**config.mk**
```make
export PLATFORM = sky130hd
export DESIGN_NAME = dram_port_arb
export DESIGN_NICKNAME = d
export VERILOG_FILES = /design/src/rtl/dram_arb_pkg.sv /design/src/rtl/rr_arbiter.sv /design/src/rtl/dram_port_arb.sv
export SDC_FILE = /design/constraint.sdc
export NUM_CORES = 1
export LEC_CHECK = 0
export ABC_AREA = 1
export BUFFER_PORTS_ARGS = -buffer_cell sky130_fd_sc_hd__buf_2
export CORE_ASPECT_RATIO = 0.8
export CORE_UTILIZATION = 25
export DETAILED_ROUTE_END_ITERATION = 10
export GPL_ROUTABILITY_DRIVEN = 0
export SYNTH_ARGS = -nofsm -noshare
export SYNTH_HDL_FRONTEND = slang
export SYNTH_SLANG_ARGS = --single-unit
export TNS_END_PERCENT = 20
```
**constraint.sdc**
```tcl
create_clock -name clk -period 4.9 [get_ports clk]
set_clock_uncertainty 0.05 [all_clocks]
set_input_delay 0.98 -clock clk [delete_from_list [all_inputs] [get_ports clk]]
set_output_delay 0.98 -clock clk [all_outputs]
set_load 0.1 [all_outputs]
```
**src/rtl/dram_arb_pkg.sv**
```systemverilog
// Shared types, default widths and helpers for the DRAM port arbiter.
package dram_arb_pkg;

   localparam int unsigned DEF_N_PORTS     = 2;
   localparam int unsigned DEF_ADDR_W      = 32;
   localparam int unsigned DEF_DATA_W      = 32;
   localparam int unsigned DEF_TIMEOUT_CYC = 1024;

   typedef enum logic [1:0] {
      IDLE = 2'd0,
      BUSY = 2'd1,
      DONE = 2'd2
   } state_t;

   // Bit offset of channel idx inside a packed per-port bus of element width w.
   function automatic int unsigned pack_off(input int unsigned idx, input int unsigned w);
      return idx * w;
   endfunction

   // Width of a port index; at least one bit even for a single port.
   function automatic int unsigned idx_w(input int unsigned n);
      return (n > 1) ? $clog2(n) : 1;
   endfunction

endpackage

```
**src/rtl/rr_arbiter.sv**
```systemverilog
// Round-robin grant: one-hot pick of the first requester after port `last`, wrapping.
module rr_arbiter
   import dram_arb_pkg::*;
#(
   parameter int unsigned N = 2
) (
   input  logic [N-1:0]          req,
   input  logic [idx_w(N)-1:0]   last,
   output logic [N-1:0]          grant
);

   localparam int unsigned IW = idx_w(N);

   logic [IW:0]  sh;
   logic [N-1:0] req_rot;
   logic [N-1:0] gnt_rot;

   // Rotate so the port after `last` sits at bit 0, take the lowest set bit, rotate back.
   always_comb begin
      sh      = {1'b0, last} + (IW+1)'(1);
      req_rot = N'({req, req} >> sh);
      gnt_rot = req_rot & (~req_rot + N'(1));
      grant   = N'({gnt_rot, gnt_rot} >> ((IW+1)'(N) - sh));
   end

endmodule

```
**src/rtl/dram_port_arb.sv**
```systemverilog
// Multi-port DRAM arbiter: round-robin grant, single outstanding access, miss stall.
// Optional miss timeout abort enabled by defining DRAM_ARB_TIMEOUT_EN.
module dram_port_arb
   import dram_arb_pkg::*;
#(
   parameter int unsigned N_PORTS     = DEF_N_PORTS,
   parameter int unsigned ADDR_W      = DEF_ADDR_W,
   parameter int unsigned DATA_W      = DEF_DATA_W,
   parameter int unsigned TIMEOUT_CYC = DEF_TIMEOUT_CYC
) (
   input  logic                        clk,
   input  logic                        rst,
   input  logic [N_PORTS-1:0]          req_valid,
   input  logic [N_PORTS-1:0]          req_we,
   input  logic [N_PORTS*ADDR_W-1:0]   req_addr,
   input  logic [N_PORTS*DATA_W-1:0]   req_wdata,
   output logic [N_PORTS-1:0]          req_ready,
   output logic [N_PORTS-1:0]          resp_valid,
   output logic [DATA_W-1:0]           resp_rdata,
   output logic                        resp_err,
   output logic [ADDR_W-1:0]           addr,
   output logic [DATA_W-1:0]           wdata,
   input  logic [DATA_W-1:0]           rdata,
   output logic                        write_enable_DRAM,
   output logic                        read_enable_DRAM,
   input  logic                        miss
);

   localparam int unsigned IDX_W = idx_w(N_PORTS);

   state_t              state_q, state_d;
   logic [IDX_W-1:0]    owner_q, owner_d;
   logic [IDX_W-1:0]    last_q, last_d;
   logic [ADDR_W-1:0]   addr_q, addr_d;
   logic [DATA_W-1:0]   wdata_q, wdata_d;
   logic                wen_q, wen_d;
   logic                ren_q, ren_d;
   logic [DATA_W-1:0]   rdata_q, rdata_d;
   logic [N_PORTS-1:0]  resp_valid_q, resp_valid_d;
   logic                finish;

`ifdef DRAM_ARB_TIMEOUT_EN
   localparam int unsigned CNT_W = $clog2(TIMEOUT_CYC + 1);
   logic [CNT_W-1:0]    cnt_q, cnt_d;
   logic                err_q, err_d;
`endif

   logic [N_PORTS-1:0]  grant;
   logic [IDX_W-1:0]    grant_idx;
   logic                sel_we;
   logic [ADDR_W-1:0]   sel_addr;
   logic [DATA_W-1:0]   sel_wdata;
   logic [ADDR_W-1:0]   addr_arr  [N_PORTS];
   logic [DATA_W-1:0]   wdata_arr [N_PORTS];

   for (genvar g = 0; g < N_PORTS; g++) begin : g_unpack
      assign addr_arr[g]  = req_addr[pack_off(g, ADDR_W) +: ADDR_W];
      assign wdata_arr[g] = req_wdata[pack_off(g, DATA_W) +: DATA_W];
   end

   rr_arbiter #(.N(N_PORTS)) u_rr (
      .req   (req_valid),
      .last  (last_q),
      .grant (grant)
   );

   // Mux out the granted port's request fields.
   always_comb begin
      grant_idx = '0;
      sel_we    = 1'b0;
      sel_addr  = '0;
      sel_wdata = '0;
      for (int i = 0; i < N_PORTS; i++) begin
         if (grant[i]) begin
            grant_idx = IDX_W'(i);
            sel_we    = req_we[i];
            sel_addr  = addr_arr[i];
            sel_wdata = wdata_arr[i];
         end
      end
   end

   // Handshake is combinational so the grant lands in the requesting cycle.
   assign req_ready = (state_q == IDLE && !rst) ? grant : '0;

   always_comb begin
      state_d      = state_q;
      owner_d      = owner_q;
      last_d       = last_q;
      addr_d       = addr_q;
      wdata_d      = wdata_q;
      wen_d        = wen_q;
      ren_d        = ren_q;
      rdata_d      = rdata_q;
      resp_valid_d = '0;
      finish       = 1'b0;
`ifdef DRAM_ARB_TIMEOUT_EN
      cnt_d        = cnt_q;
      err_d        = 1'b0;
`endif
      unique case (state_q)
         IDLE: begin
            if (|grant) begin
               owner_d = grant_idx;
               last_d  = grant_idx;
               addr_d  = sel_addr;
               wdata_d = sel_wdata;
               wen_d   = sel_we;
               ren_d   = !sel_we;
               state_d = BUSY;
            end
         end
         BUSY: begin
            if (!miss) begin
               if (ren_q) rdata_d = rdata;
               finish = 1'b1;
            end
`ifdef DRAM_ARB_TIMEOUT_EN
            else if (cnt_q == CNT_W'(TIMEOUT_CYC - 1)) begin
               err_d  = 1'b1;
               finish = 1'b1;
            end else begin
               cnt_d = cnt_q + CNT_W'(1);
            end
`endif
         end
         DONE:    state_d = IDLE;
         default: state_d = IDLE;
      endcase
      // Completion (normal or aborted) closes the DRAM access and notifies the owner.
      if (finish) begin
         wen_d        = 1'b0;
         ren_d        = 1'b0;
         resp_valid_d = N_PORTS'(1) << owner_q;
         state_d      = DONE;
`ifdef DRAM_ARB_TIMEOUT_EN
         cnt_d        = '0;
`endif
      end
   end

   always_ff @(posedge clk or posedge rst) begin
      if (rst) begin
         state_q      <= IDLE;
         owner_q      <= '0;
         last_q       <= IDX_W'(N_PORTS - 1);
         addr_q       <= '0;
         wdata_q      <= '0;
         wen_q        <= 1'b0;
         ren_q        <= 1'b0;
         rdata_q      <= '0;
         resp_valid_q <= '0;
`ifdef DRAM_ARB_TIMEOUT_EN
         cnt_q        <= '0;
         err_q        <= 1'b0;
`endif
      end else begin
         state_q      <= state_d;
         owner_q      <= owner_d;
         last_q       <= last_d;
         addr_q       <= addr_d;
         wdata_q      <= wdata_d;
         wen_q        <= wen_d;
         ren_q        <= ren_d;
         rdata_q      <= rdata_d;
         resp_valid_q <= resp_valid_d;
`ifdef DRAM_ARB_TIMEOUT_EN
         cnt_q        <= cnt_d;
         err_q        <= err_d;
`endif
      end
   end

   assign addr              = addr_q;
   assign wdata             = wdata_q;
   assign write_enable_DRAM = wen_q;
   assign read_enable_DRAM  = ren_q;
   assign resp_valid        = resp_valid_q;
   assign resp_rdata        = rdata_q;
`ifdef DRAM_ARB_TIMEOUT_EN
   assign resp_err          = err_q;
`else
   assign resp_err          = 1'b0;
`endif

endmodule

```
Word level (Yosys, flattened, before mapping)
Cells that the tools add are included.
Widths: inputs -> output; s select.
{"block": "op_classes", "eq_ne": 3, "bitwise_logic": 3, "n_reduce_logical": 11, "n_shift": 3, "muxes": 20, "n_addsub": 3}
{"op": "$mux 32", "n": 4}
{"op": "$mux 1", "n": 11}
{"op": "$mux 2", "n": 4}
{"op": "$shr 4x2->2", "n": 2}
{"op": "$reduce_and 2->1", "n": 3}
{"op": "$pmux 2 s2", "n": 1}
{"op": "$reduce_bool 2->1", "n": 2}
{"op": "$ne 3x2->1 const B", "n": 1}
{"op": "$reduce_and 3->1", "n": 1}
{"op": "$add 1x1->2 const B", "n": 1}
{"op": "$add 2x1->2 const B", "n": 1}
{"op": "$and 2x2->2", "n": 1}
{"op": "$eq 2x1->1 const B", "n": 1}
{"op": "$logic_not 1->1", "n": 2}
{"op": "$logic_not 2->1", "n": 1}
{"op": "$ne 2x2->1 const B", "n": 1}
{"op": "$not 2->2", "n": 1}
{"op": "$reduce_or 2->1", "n": 1}
{"op": "$shl 1x1->2 const A", "n": 1}
{"op": "$sub 2x2->2 const A", "n": 1}
{"op": "$logic_and 1x1->1", "n": 1}
{"op": "$not 1->1", "n": 1}
{"block": "totals", "elab_cells": 52, "input_bits": 167, "ff_bits": 104, "output_inout_bits": 103}

Logic depth before layout (Yosys ltp)
{"block": "logic_depth", "word_depth": 12, "ltp_mapped": 7, "depth_no_buf": 6}

Hierarchy
Synthesis repeated with hierarchy kept, for this count alone.
{"block": "unflattened", "cells_unflattened": 572, "hier_area_um2": 4529.3}
{"mod": "dram_port_arb", "cells_per_inst": 568, "seq_area_each_um2": 2603.7, "area_each_um2": 4501.8, "instances": 1}
{"mod": "rr_arbiter", "cells_per_inst": 4, "seq_area_each_um2": 0.0, "area_each_um2": 27.5, "instances": 1}

Least setup slack after synthesis
OpenSTA, ideal clock, no wires.
{"block": "synth_path", "path_type": "input port to output port", "start": "input req_valid[1]", "end": "output req_ready[0]", "t_required_ps": 3870, "arrival_time_ps": 2866, "cell_stages": 5, "path_slack_ps": 1004, "path_buffers": 2, "cell_sequence": "buf_2 > a21boi_2 > clkbuf_1 > nand2_1 > nor2_1"}
{"block": "synth_between", "elab_chain_len": 6}
{"element": "start: declaration", "line": "dram_port_arb.sv:13", "source": "input logic [N_PORTS-1:0] req_valid,"}
{"element": "$shr 4x2->2 (*)", "line": "rr_arbiter.sv:21", "source": "req_rot = N'({req, req} >> sh);"}
{"element": "$not 2->2", "line": "rr_arbiter.sv:22", "source": "gnt_rot = req_rot & (~req_rot + N'(1));"}
{"element": "$add 2x1->2", "line": "rr_arbiter.sv:22"}
{"element": "$and 2x2->2 (*)", "line": "rr_arbiter.sv:22"}
{"element": "$shr 4x2->2 (*)", "line": "rr_arbiter.sv:23", "source": "grant = N'({gnt_rot, gnt_rot} >> ((IW+1)'(N) - sh));"}
{"element": "$mux 2 (*)", "line": "dram_port_arb.sv:84", "source": "assign req_ready = (state_q == IDLE && !rst) ? grant : '0;"}
{"element": "end: declaration", "line": "dram_port_arb.sv:17", "source": "output logic [N_PORTS-1:0] req_ready,"}
Every way passes the cells marked *; elsewhere a longest branch is shown, timed or not.

Final worst setup path
{"block": "layout_path", "start": "register state_q[0]", "end": "output req_ready[1]"}
{"block": "layout_between", "elab_chain_len": 3}
{"element": "start: declaration", "line": "dram_port_arb.sv:31", "source": "state_t state_q, state_d;"}
{"element": "start signal: assignment", "line": "dram_port_arb.sv:158", "source": "state_q <= state_d;"}
{"element": "$logic_not 2->1", "line": "dram_port_arb.sv:84"}
{"element": "$logic_and 1x1->1", "line": "dram_port_arb.sv:84"}
{"element": "$mux 2", "line": "dram_port_arb.sv:84"}
Every way passes these cells.

==> results.txt <==
----------------------------------------------------
[Outcome]
  Result of the run ... completed

[Global routing]
  Met3 global-route usage ... 4.40%
  Global-route congestion overflow total ... 0
  Largest net degree at the start of global routing ... 79
  Via count of the first global-routing pass ... 4957
  Met1 routing resource usage after global routing ... 21.8%
  Global routing's busiest layer ... met2
  Global-route met2 utilization ... 27.4%
  Wire length of the first global-routing pass ... 25900 um
  Tot GR Track Use ... 16.8%
  Antenna violations before repair ... 3

[Critical path]
  Register-to-Register Setup Slack ... 2800 ps
  Critical Path Start Type ... flip-flop
  Worst endpoint data arrival time ... 2200 ps
  Endpoint class of the critical path ... primary output
  WS Path Type ... flip-flop to primary output
  Maximum fanout count along the critical path ... 52
  Required time of the critical path ... 3870 ps

[Synth]
  Top FF cell, synth ... sky130_fd_sc_hd__dfrtp_1
  Warnings, synthesis ... 0
  Dominant combinational cell family by area after synthesis ... simple AND/OR/NAND/NOR gates
  Cell type contributing the most total cell area after synthesis ... sky130_fd_sc_hd__dfrtp_1
  Flip-flop and latch count after synthesis ... 104
  Total nets after synthesis ... 715
  Syn Inst Count ... 548
  Number of flops mapped to enable cells by yosys ... 0
  Mean instance size in the synthesized netlist ... 8.64 um2
  Xor-xnor portion of the synthesized cell area ... 0%
  Leading cell type by number of instances after synthesis ... sky130_fd_sc_hd__nand3_1
  Top area cells in the synthesized netlist ... sky130_fd_sc_hd__dfrtp_1, sky130_fd_sc_hd__nand3_1, sky130_fd_sc_hd__nand2_1
  Share of the synthesized area in the top cell type ... 54.5%
  Mapped cell area ... 0.00473 mm2
  Share of synthesized cell area in and, or, nand and nor gates ... 38.0%
  Synth async-reset ratio ... 100%
  Adder-Cell Fraction of Synth Area ... 0%
  Multiplexer area fraction after synthesis ... 0%
  Count of different cell masters after synthesis ... 19
  Register area share after synthesis ... 55.0%
  Most numerous cell types in the synthesized netlist ... sky130_fd_sc_hd__nand3_1, sky130_fd_sc_hd__nand2_1, sky130_fd_sc_hd__dfrtp_1
  Post-synthesis compound-gate area fraction ... 0.635%

[Clock tree]
  Root cell of the clock tree ... sky130_fd_sc_hd__clkbuf_16
  Number of buffers added by the clock tree synthesis step ... 9
  Post-CTS Hold Buffers ... 0
  Clock transition at the register clock pins on the worst setup and hold paths after CTS ... 80 ps
  Number of gates resized after cts ... 0
  Post-CTS Setup Inserts ... 0
  Deepest level of the CTS H-tree ... 3
  Worst-skew pair later-pin latency ... 350 ps
  Clock tree from TritonCTS ... done
  Maximum number of buffers from clock root to sink ... 2
  Clock sink total ... 104

[Route]
  Average wire length per cell after detail routing ... 15.0 um
  DR pass1 iterations ... 4
  Aggregate routed wire length ... 15700 um
  First DRT Iteration DRCs ... 449
  Routed vias/inst ... 4.76
  Post-route ant nets ... 0
  Final routed DRC violation total ... 0
  Vias after detailed routing ... 4966

[Job]
  Max-capacitance violation count ... 0

[Hold path]
  Path category of the worst min-delay check ... flip-flop to flip-flop

[Timing]
  Max-slew headroom at the worst pin ... 50.3%
  Fraction of the cycle the final worst path needs ... 65.9%
  Setup repair after global routing missed its margin ... false
  Peak clock frequency supported by timing ... 0.310 GHz
  Worst Max-Slew Pin Slew ... 746 ps
  Slew Limit Fails ... 0
  Post-route minimum period ... 3230 ps
  Post-Route Setup TNS ... 0 ps
  Number of hold violations in the final report ... 0
  Final setup violation count ... 0

[Floorplanning]
  Initial core utilization ... 25.8%
  Horiz. Die Dim ... 156 um
  Total die area ... 0.0195 mm2
  Placeable core region ... 0.0183 mm2
  Total number of placement rows ... 44
  Number of primary I/O pins ... 270
  Die span in y ... 125 um

[Placement]
  # port buffers ... 268
  HPWL after detailed placement ... 11000 um

[Layout]
  Final net count ... 950
  Fraction of layout instances using a drive strength above 1 ... 38.3%
  Growth of design area from synthesis to finish ... 37.9%

----------------------------------------------------
[final timing paths]
path                       startpoint             to  depth (start not counted)
max in group asynchronous         rst      wdata[31]                          3
min in group asynchronous         rst       wdata[3]                          2
setup reg to reg           state_q[1]  resp_rdata[1]                          6
setup / recovery           state_q[0]   req_ready[1]                          5
hold / removal                owner_q  resp_valid[0]                          1
hold reg to reg               owner_q  resp_valid[0]                          1
[critical path: stages (launching register included)]
cell	delay, ps
sky130_fd_sc_hd__dfrtp_1	440
sky130_fd_sc_hd__nor2_4	150
sky130_fd_sc_hd__buf_4	430
sky130_fd_sc_hd__nand3_1	240
sky130_fd_sc_hd__nor2_1	150
sky130_fd_sc_hd__buf_2	440
[per-stage QoR]
stage          cells  instance area (um2)  setup slack (ps)  hold WS (ps)  utilization [%]
2_1_floorplan    548                 4730              1000           353                -
3_3_place_gp    1025                 6220              1780           375             33.9
3_5_place_dp    1025                 6220              1740           373             33.9
4_1_cts         1041                 6520              1620           391             35.5
5_1_grt         1042                 6520              1470           422             35.6
6_report        1044                 6520              1670           388             35.6
[final cells by class]
class	count	area, um2
multi-input cells	382	1850
fillers	1968	11800
well taps	253	317
flip-flops and latches	104	2600
clock buffers	11	233
inverters	8	32.5
diodes	3	7.51
repair buffers	278	1420
clock inverters	5	63.8
[metal layers]
layer / vias up / routed length [um]
li1: 2371 / -
met1: 2383 / 7170
met2: 197 / 7250
met3: 15 / 1070
met4: 0 / 215
met5: - / 0
[cells in the final DEF (no fill, tap or decap)]
cell type and count:
sky130_fd_sc_hd__buf_2 268, sky130_fd_sc_hd__nand3_1 165, sky130_fd_sc_hd__nand2_1 138, sky130_fd_sc_hd__dfrtp_1 103, sky130_fd_sc_hd__nand4_1 64, sky130_fd_sc_hd__buf_4 10
sky130_fd_sc_hd__clkbuf_16 9, sky130_fd_sc_hd__nor2_1 6, sky130_fd_sc_hd__inv_1 5, sky130_fd_sc_hd__diode_2 3, sky130_fd_sc_hd__inv_2 2, sky130_fd_sc_hd__nand2_2 2
sky130_fd_sc_hd__o21ai_0 2, sky130_fd_sc_hd__clkbuf_1 2, sky130_fd_sc_hd__inv_6 2, sky130_fd_sc_hd__nand3b_2 1, sky130_fd_sc_hd__a21boi_4 1, sky130_fd_sc_hd__nor2_4 1
sky130_fd_sc_hd__o21ai_4 1, sky130_fd_sc_hd__inv_4 1, sky130_fd_sc_hd__conb_1 1, sky130_fd_sc_hd__clkinvlp_4 1, sky130_fd_sc_hd__clkinv_4 1, sky130_fd_sc_hd__bufinv_16 1
sky130_fd_sc_hd__dfstp_2 1
[flip-flops by register name, summed over array words and instances, names as in the netlist]
register / cells
addr: 32
resp_rdata: 32
wdata: 32
resp_valid: 2
state_q: 2
last_q: 1
owner_q: 1
read_enable_DRAM: 1
write_enable_DRAM: 1
[kinds of logic after synthesis]
kind of cell | after synthesis
flip-flops | 104
AO/OA/AOI/OAI | 4
other | 1
buffers and inverters | 62
AND/OR/NAND/NOR | 377
Power is left out: the tool's default activity adds up to more than one toggle a clock period on the data nets, which glitch-free logic cannot reach.
